$ cat src/rtl/seq_shifter_if.sv
`default_nettype none
// ============================================================================
// Module   : seq_shifter_if
// Brief    : Request/result bundle for the sequential shift/rotate unit.
// Revision : 1.0 - initial release
// ============================================================================
interface seq_shifter_if #(
    parameter int N = 8
);
    logic                 start;
    logic [N-1:0]         A;
    logic [$clog2(N)-1:0] B;
    logic [1:0]           mode;
    logic                 dir;
    logic [N-1:0]         Aout;
    logic                 busy;
    logic                 done;

    modport master (
        output start, A, B, mode, dir,
        input  Aout, busy, done
    );

    modport slave (
        input  start, A, B, mode, dir,
        output Aout, busy, done
    );
endinterface
`default_nettype wire

$ cat src/rtl/seq_shifter.sv
`default_nettype none
// ============================================================================
// Module   : seq_shifter
// Brief    : Multi-cycle shift/rotate by a runtime amount, up to STEP bits/clk.
// Revision : 1.0 - initial release
// ============================================================================
module seq_shifter #(
    parameter int N    = 8,
    parameter int STEP = 1
) (
    input  logic          clk,
    input  logic          rst,
    seq_shifter_if.slave  bus
);
    localparam int             c_CW   = $clog2(N);
    localparam logic [c_CW-1:0] c_STEP = c_CW'(STEP);

    localparam logic [1:0] c_IDLE  = 2'd0;
    localparam logic [1:0] c_SHIFT = 2'd1;
    localparam logic [1:0] c_DONE  = 2'd2;

    logic [1:0]      r_state;
    logic [1:0]      w_state_next;
    logic [N-1:0]    r_w;
    logic [c_CW-1:0] r_cnt;
    logic [1:0]      r_mode;
    logic            r_dir;
    logic [N-1:0]    r_aout;

    logic            w_accept;
    logic [N-1:0]    w_src;
    logic [c_CW-1:0] w_cnt_src;
    logic [1:0]      w_mode;
    logic            w_dir;
    logic [c_CW-1:0] w_k;
    logic [c_CW-1:0] w_cnt_next;
    logic [N-1:0]    w_stepped;
    logic            w_finish;

    // Arithmetic right keeps the MSB, so the sign of the captured A persists.
    function automatic logic [N-1:0] step_fn(
        input logic [N-1:0]    v,
        input logic [c_CW-1:0] k,
        input logic [1:0]      m,
        input logic            d
    );
        logic [N-1:0] r;
        r = v;
        if (m == 2'b10) begin
            if (d) r = (v >> k) | (v << (N - int'(k)));
            else   r = (v << k) | (v >> (N - int'(k)));
        end else if (m != 2'b11) begin
            if (!d)              r = v << k;
            else if (m == 2'b01) r = $signed(v) >>> k;
            else                 r = v >> k;
        end
        return r;
    endfunction

    // A new request is taken from IDLE or DONE; SHIFT ignores start.
    assign w_accept   = bus.start && (r_state != c_SHIFT);
    assign w_src      = w_accept ? bus.A    : r_w;
    assign w_cnt_src  = w_accept ? bus.B    : r_cnt;
    assign w_mode     = w_accept ? bus.mode : r_mode;
    assign w_dir      = w_accept ? bus.dir  : r_dir;
    assign w_k        = (w_cnt_src < c_STEP) ? w_cnt_src : c_STEP;
    assign w_cnt_next = w_cnt_src - w_k;
    assign w_stepped  = step_fn(w_src, w_k, w_mode, w_dir);
    assign w_finish   = (w_cnt_next == '0) || (w_mode == 2'b11);

    always_ff @(posedge clk) begin
        if (rst) r_state <= c_IDLE;
        else     r_state <= w_state_next;
    end

    always_comb begin
        w_state_next = r_state;
        case (r_state)
            c_SHIFT: w_state_next = w_finish ? c_DONE : c_SHIFT;
            default: begin
                if (w_accept) w_state_next = w_finish ? c_DONE : c_SHIFT;
                else          w_state_next = c_IDLE;
            end
        endcase
    end

    always_comb begin
        bus.busy = (r_state == c_SHIFT);
        bus.done = (r_state == c_DONE);
    end

    always_ff @(posedge clk) begin
        if (rst) begin
            r_w    <= '0;
            r_cnt  <= '0;
            r_mode <= 2'b00;
            r_dir  <= 1'b0;
            r_aout <= '0;
        end else begin
            if (w_accept || (r_state == c_SHIFT)) begin
                r_w   <= w_stepped;
                r_cnt <= w_cnt_next;
            end
            if (w_accept) begin
                r_mode <= bus.mode;
                r_dir  <= bus.dir;
            end
            if (w_state_next == c_DONE) r_aout <= w_stepped;
        end
    end

    assign bus.Aout = r_aout;
endmodule
`default_nettype wire

$ cat src/flat_wrapper.sv
// flat-port wrapper written by rule: the top's interface ports become plain ports
module seq_shifter_flat 
#(
    parameter int N    = 8,
    parameter int STEP = 1
)
  (clk, rst, bus_start, bus_A, bus_B, bus_mode, bus_dir, bus_Aout, bus_busy, bus_done);
  seq_shifter_if #(.N(N)) bus_i ();
  input  logic clk;
  input  logic rst;
  input wire logic [$bits(bus_i.start)-1:0] bus_start;
  input wire logic [$bits(bus_i.A)-1:0] bus_A;
  input wire logic [$bits(bus_i.B)-1:0] bus_B;
  input wire logic [$bits(bus_i.mode)-1:0] bus_mode;
  input wire logic [$bits(bus_i.dir)-1:0] bus_dir;
  output wire logic [$bits(bus_i.Aout)-1:0] bus_Aout;
  output wire logic [$bits(bus_i.busy)-1:0] bus_busy;
  output wire logic [$bits(bus_i.done)-1:0] bus_done;
  assign bus_i.start = bus_start;
  assign bus_i.A = bus_A;
  assign bus_i.B = bus_B;
  assign bus_i.mode = bus_mode;
  assign bus_i.dir = bus_dir;
  assign bus_Aout = bus_i.Aout;
  assign bus_busy = bus_i.busy;
  assign bus_done = bus_i.done;
  seq_shifter #(.N(N), .STEP(STEP)) u_core (.clk(clk), .rst(rst), .bus(bus_i));
endmodule
$ cat config.mk
export PLATFORM = sky130hd
export DESIGN_NAME = seq_shifter_flat
export DESIGN_NICKNAME = d
export VERILOG_FILES = /design/src/rtl/seq_shifter_if.sv /design/src/rtl/seq_shifter.sv /design/src/flat_wrapper.sv
export SDC_FILE = /design/constraint.sdc
export NUM_CORES = 1
export LEC_CHECK = 0
export CORE_MARGIN = 2
export CORE_UTILIZATION = 52
export DETAILED_ROUTE_END_ITERATION = 7
export HOLD_SLACK_MARGIN = 0.1
export PLACE_DENSITY_LB_ADDON = 0.2
export SLEW_MARGIN = 20
export SYNTH_ARGS = -nofsm -noshare
export SYNTH_HDL_FRONTEND = slang
export SYNTH_SLANG_ARGS = --single-unit
$ cat constraint.sdc
create_clock -name clk -period 4.6 [get_ports clk]
set_input_delay 0.46 -clock clk [delete_from_list [all_inputs] [get_ports clk]]
set_output_delay 0.46 -clock clk [all_outputs]
set_load 0.01 [all_outputs]
Word level (Yosys, flattened, before mapping):

Index checks and enable logic that the tools add are counted.

* add/sub/neg operators: 2
* magnitude comparators: 1
* equality and inequality tests: 8
* shift operators: 5
* muxes and demuxes: 13
* bitwise operators: 2
* reductions and logical operators: 4

Operator list (count)
* $mux W8: 6
* $shl A8 B32 Y8: 1
* $shr A8 B32 Y8: 1
* $or A8 B8 Y8: 2
* $eq A2 B2 Y1 const B: 4
* $mux W2: 4
* $shl A8 B3 Y8: 1
* $shr A8 B3 Y8: 1
* $sshr A8 B3 Y8: 1
* $mux W3: 2
* $sub A4 B3 Y5 const A: 1
* $eq A2 B1 Y1 const B: 2
* $logic_not A3 Y1: 1
* $lt A3 B1 Y1 const B: 1
* $sub A3 B3 Y3: 1
* $logic_or A1 B1 Y1: 2
* $ne A2 B1 Y1 const B: 1
* $ne A2 B2 Y1 const B: 1
* $logic_and A1 B1 Y1: 1
* $mux W1: 1

* register bits after elaboration: 24
* input port bits: 17
* output and inout bits: 10

Depth between registers and ports, before layout:

* word-level depth: 12
* mapped depth: 15
* mapped depth without buffers: 11

Worst setup path before layout:

OpenSTA, ideal clock, no wires.

* path type: register to register
* from: register u_core.r_state[1]
* to: register u_core.r_aout[5], in the netlist u_core.bus.Aout[5]
* data arrival time: 2974 ps
* setup slack: 1541 ps
* cell stages (with the launch flop): 16
* path buffers: 4
* path through: dfxtp_1 nand2b_4 buf_6 clkinv_2 nor2_2 buf_4 buf_2 nor3_1 a21oi_1 inv_1 ha_1 or4b_4 a31oi_4 buf_6 nor2_1 a211oi_1

* elaborated cells on any way between the ends: 33
* those cells by class: 2 x add/sub; 1 x order compare; 7 x eq/ne; 5 x shift; 13 x mux; 2 x bitwise; 3 x reduce/logical

RTL lines
* start, declared: line seq_shifter.sv:22 `logic [1:0] r_state;`
* start signal, assigned: line seq_shifter.sv:72 `if (rst) r_state <= c_IDLE;`
* start signal, assigned: line seq_shifter.sv:73 `else r_state <= w_state_next;`
* $eq A2 B1 Y1
* net bus_busy: line flat_wrapper.sv:17 `output wire logic [$bits(bus_i.busy)-1:0] bus_busy;`
* $mux W2: line seq_shifter.sv:78 `case (r_state)`
* $eq A2 B2 Y1: line seq_shifter.sv:108 `if (w_state_next == c_DONE) r_aout <= w_stepped;`
* end signal, assigned: line seq_shifter.sv:108
* end, declared: line seq_shifter.sv:28 `logic [N-1:0] r_aout;`

The timed path passes the listed nets, and every way through them passes these cells.
A chain may end at the register's enable or synchronous reset.

Worst setup path in the final report:

* from: input bus_B[2]
* to: register u_core.r_w[2]

* word-level cells in the longest chain between the ends: 8
* elaborated cells on any way between the ends: 16
* those cells by class: 1 x add/sub; 1 x order compare; 5 x shift; 7 x mux; 2 x bitwise

Ends and longest elaborated chain
* start, declared: line flat_wrapper.sv:13 `input wire logic [$bits(bus_i.B)-1:0] bus_B;`
* $mux W3 *: line seq_shifter.sv:63 `assign w_cnt_src = w_accept ? bus.B : r_cnt;`
* $lt A3 B1 Y1: line seq_shifter.sv:66 `assign w_k = (w_cnt_src < c_STEP) ? w_cnt_src : c_STEP;`
* $mux W3 *: line seq_shifter.sv:66
* $sub A4 B3 Y5 (tied with other cells): line seq_shifter.sv:50, seq_shifter.sv:51
* $shr A8 B32 Y8 (tied with other cells): line seq_shifter.sv:51 `else r = (v << k) | (v >> (N - int'(k)));`
* $or A8 B8 Y8 (tied with other cells): line seq_shifter.sv:51
* $mux W8 (on tied branches): line seq_shifter.sv:50, seq_shifter.sv:52
* $mux W8 *: line seq_shifter.sv:49 `if (m == 2'b10) begin`
* end signal, assigned: line seq_shifter.sv:101 `r_w <= w_stepped;`
* end, declared: line seq_shifter.sv:24 `logic [N-1:0] r_w;`

Mark *: on every way between the ends. The rest lies on a longest branch, timed or not.

==> flow_metrics.py <==
metrics = {
    "clocking": {
        "clock_latency_ns": 0.27,
        "clockBufferDepth": 2,
        "h-tree-depth": 1,
        "cts.repair.resized": 0,
        "post_cts_buffers": 0,
        "numClockSinks": 24,
        "clk_pin_slew_ns": 0.09,
        "cts_root_buf": "clkbuf_8",
        "numCtsBuffers": 3,
        "cts_tree": "built",
        "ctsHoldBuffers": 0,
    },
    "setup_path": {
        "crit_path_top_delay_cell": "nor3b_1",
        "start_kind": "input pin",
        "crit_type": "input pin to flip-flop",
        "critPathMaxFanout": 13,
        "critPathMaxStageDelay_ns": 0.62,
        "crit_chain": "clkdlybuf4s50_1, or3_1, nor3_2, or2_1, ha_1, nor3b_1, a21o_1, o311a_1, a31oi_1, a211oi_1",
        "cp.arrival_ns": 3.74,
        "crit_path_end_kind": "flip-flop",
        "required_ns": 4.77,
    },
    "global_route": {
        "grt_max_degree": 25,
        "grt_pass1_wl_mm": 9.93,
        "track_usage_pct": 29.8,
        "first_global_vias": 2033,
        "antenna_found_initial": 0,
        "overflow": 0,
    },
    "die": {
        "boundaryPins": 27,
        "dieArea_um2": 4450,
        "core_region_area_um2": 3720,
        "die_h_um": 66.7,
        "die_w_um": 66.7,
        "initial_core_util_pct": 55.0,
        "rows": 22,
    },
    "synth": {
        "synth_compound_area_share_pct": 28.8,
        "yosys.cell_count.top_type": "nor2_1",
        "yosysTopAreaCell": "dfxtp_1",
        "yosysTopAreaCellShare_pct": 23.5,
        "synthCells": 269,
        "synth_nets": 289,
        "ys_seq_area_share_pct": 23.5,
        "synthesis.area_um2": 2040,
        "yosysUniqueCellTypes": 60,
        "yosys_warnings": 0,
        "synth-main-ff-cell": "dfxtp_1",
        "async_reset_ff_share_pct": 0,
        "synth_edf_count": 0,
        "avgSynthCellArea_um2": 7.60,
        "synth_area_leaders": "dfxtp_1 24%, mux2i_1 7.8%, nor2_1 5.9%",
        "synth_common_cells": "32 x nor2_1, 25 x nand2_1, 24 x dfxtp_1, 17 x a21oi_1, 16 x mux2i_1",
        "synthAdderAreaFrac_pct": 1.84,
        "synth_xor_area_share_pct": 0,
        "muxShareOfSynthArea_pct": 10.6,
        "synth-simple-area-share_pct": 28.7,
        "synth_top_family_by_area": "compound AO/OA/AOI/OAI gates",
        "synth_seq_cells": 24,
    },
    "sta": {
        "grt_setup_unrepaired": "no",
        "worst_slew_pin_slew_ns": 0.889,
        "slew-limit-headroom_pct": 40.5,
        "hold_viol_final": 0,
        "maxSlewViolCount": 0,
        "max_freq_ghz": 0.280,
        "setup_tns_ns": 0,
        "whs_ns": 0.490,
        "fin_crit_ns": 3.57,
        "finalCritPeriodShare_pct": 77.6,
        "setup_viol": 0,
        "finClkSkew_ns": 0.00852,
    },
    "finish": {
        "num_antenna_cells": 0,
        "syn_to_final_growth_pct": 14.9,
        "drive_above_1_share_pct": 5.99,
        "final_cell_area_um2": 2350,
        "final_util_pct": 63.2,
        "nets": 305,
        "fillers": 347,
    },
    "hold_path": {
        "hp-class": "flip-flop to flip-flop",
    },
    "drt": {
        "vias": 2203,
        "drt_iter0_drc": 240,
        "routed_wl_mm": 6.46,
        "antenna_left": 0,
        "wl_per_cell_um": 19.5,
        "route.detailed.drc": 0,
        "via_per_inst": 6.64,
        "drt_first_pass_iters": 5,
    },
    "placement": {
        "place_area_um2": 2280,
        "dpl.hpwl_mm": 4.78,
        "portBuffers": 26,
        "gp_congestion": 0.958,
    },
    "pwr": {
        "p_leak_nw": 0.878,
        "total_power_uw": 923,
        "peakVddDrop_mv": 0.292,
        "p_per_area_nw_per_um2": 393,
    },
    "outcome": {
        "outcome": "finished clean",
    },
    "flow_run": {
        "maxCapViolCount": 0,
    },
}
-- power by group --
group	switching (mW)	leakage (nW)	internal [mW]
clock	0.0657	0.0357	0.116
sequential	0.0457	0.198	0.246
combinational	0.262	0.644	0.187
total	0.373	0.878	0.550
-- area by class of cell --
cell class | count | area [µm²] | area share (%)
well taps | 48 | 60.1 | 2.56
repair buffers | 28 | 275 | 11.7
clock buffers | 3 | 41.3 | 1.76
inverters | 7 | 27.5 | 1.17
clock inverters | 1 | 30.0 | 1.28
multi-input cells | 221 | 1430 | 61.0
flip-flops and latches | 24 | 480 | 20.5
-- flip-flops by register name, summed over array words and instances (netlist names) --
register / flops
u_core.r_w: 8
u_core.r_cnt: 3
u_core.r_dir: 1
u_core.r_mode: 2
u_core.bus.Aout: 8
u_core.r_state: 2
-- per-layer routing --
metal  vias up  GRT usage, %  routed length, µm
li1       1055             -                  -
met1      1002          39.4               2750
met2       120          48.9               2970
met3        26          3.89                510
met4         0          11.5                229
met5         -             0                  0
-- layout by cell type (no fill, tap or decap), types with 2 or more instances in the layout --
master / count
nor3_1: 8
or3_1: 3
inv_1: 6
clkbuf_8: 3
ha_1: 3
a21oi_1: 17
a31oi_1: 2
a211oi_1: 14
a311oi_1: 3
nand2b_1: 10
a22oi_1: 3
buf_4: 2
o21ai_0: 9
nor2_1: 32
a21o_1: 2
nand4_1: 4
clkdlybuf4s50_1: 26
mux2_2: 3
o211ai_1: 11
nor4_1: 2
or4_1: 2
nand3_1: 13
dfxtp_1: 24
nand2_1: 25
and3_1: 5
a32oi_1: 3
o2111ai_1: 2
mux2i_1: 16
-- cells by family after synthesis --
kind of cell               Yosys count
AOI/OAI and AO/OA                   81
adders and majority gates            3
buffers and inverters               24
DFF                                 24
muxes                               20
other                                1
and+or+nand+nor                    116
-- worst max-delay path: cells and delay by family --
| kind | cells | cell delay [ns] |
|---|---|---|
| fa+ha+maj | 1 | 0.42 |
| simple gates | 4 | 1.62 |
| compound gates | 4 | 0.77 |
| buf+inv | 1 | 0.46 |
-- worst paths after layout --
check	start	endpoint	slack, ns	cells past startpoint
setup / recovery	bus_B[2]	u_core.r_w[2]	1.03	10
hold / removal	u_core.bus.Aout[7]	u_core.bus.Aout[7]	0.49	2
setup reg to reg	u_core.r_cnt[1]	u_core.r_w[2]	1.39	9
hold reg to reg	u_core.bus.Aout[7]	u_core.bus.Aout[7]	0.49	2
-- through the flow --
stage / setup slack [ns] / cells
floorplan: 1.54 / 269
global placement: 0.843 / 328
detailed placement: 0.807 / 328
CTS: 1.07 / 332
global route: 0.742 / 332
finish: 1.03 / 332
Power figures use the tool's default switching activity.
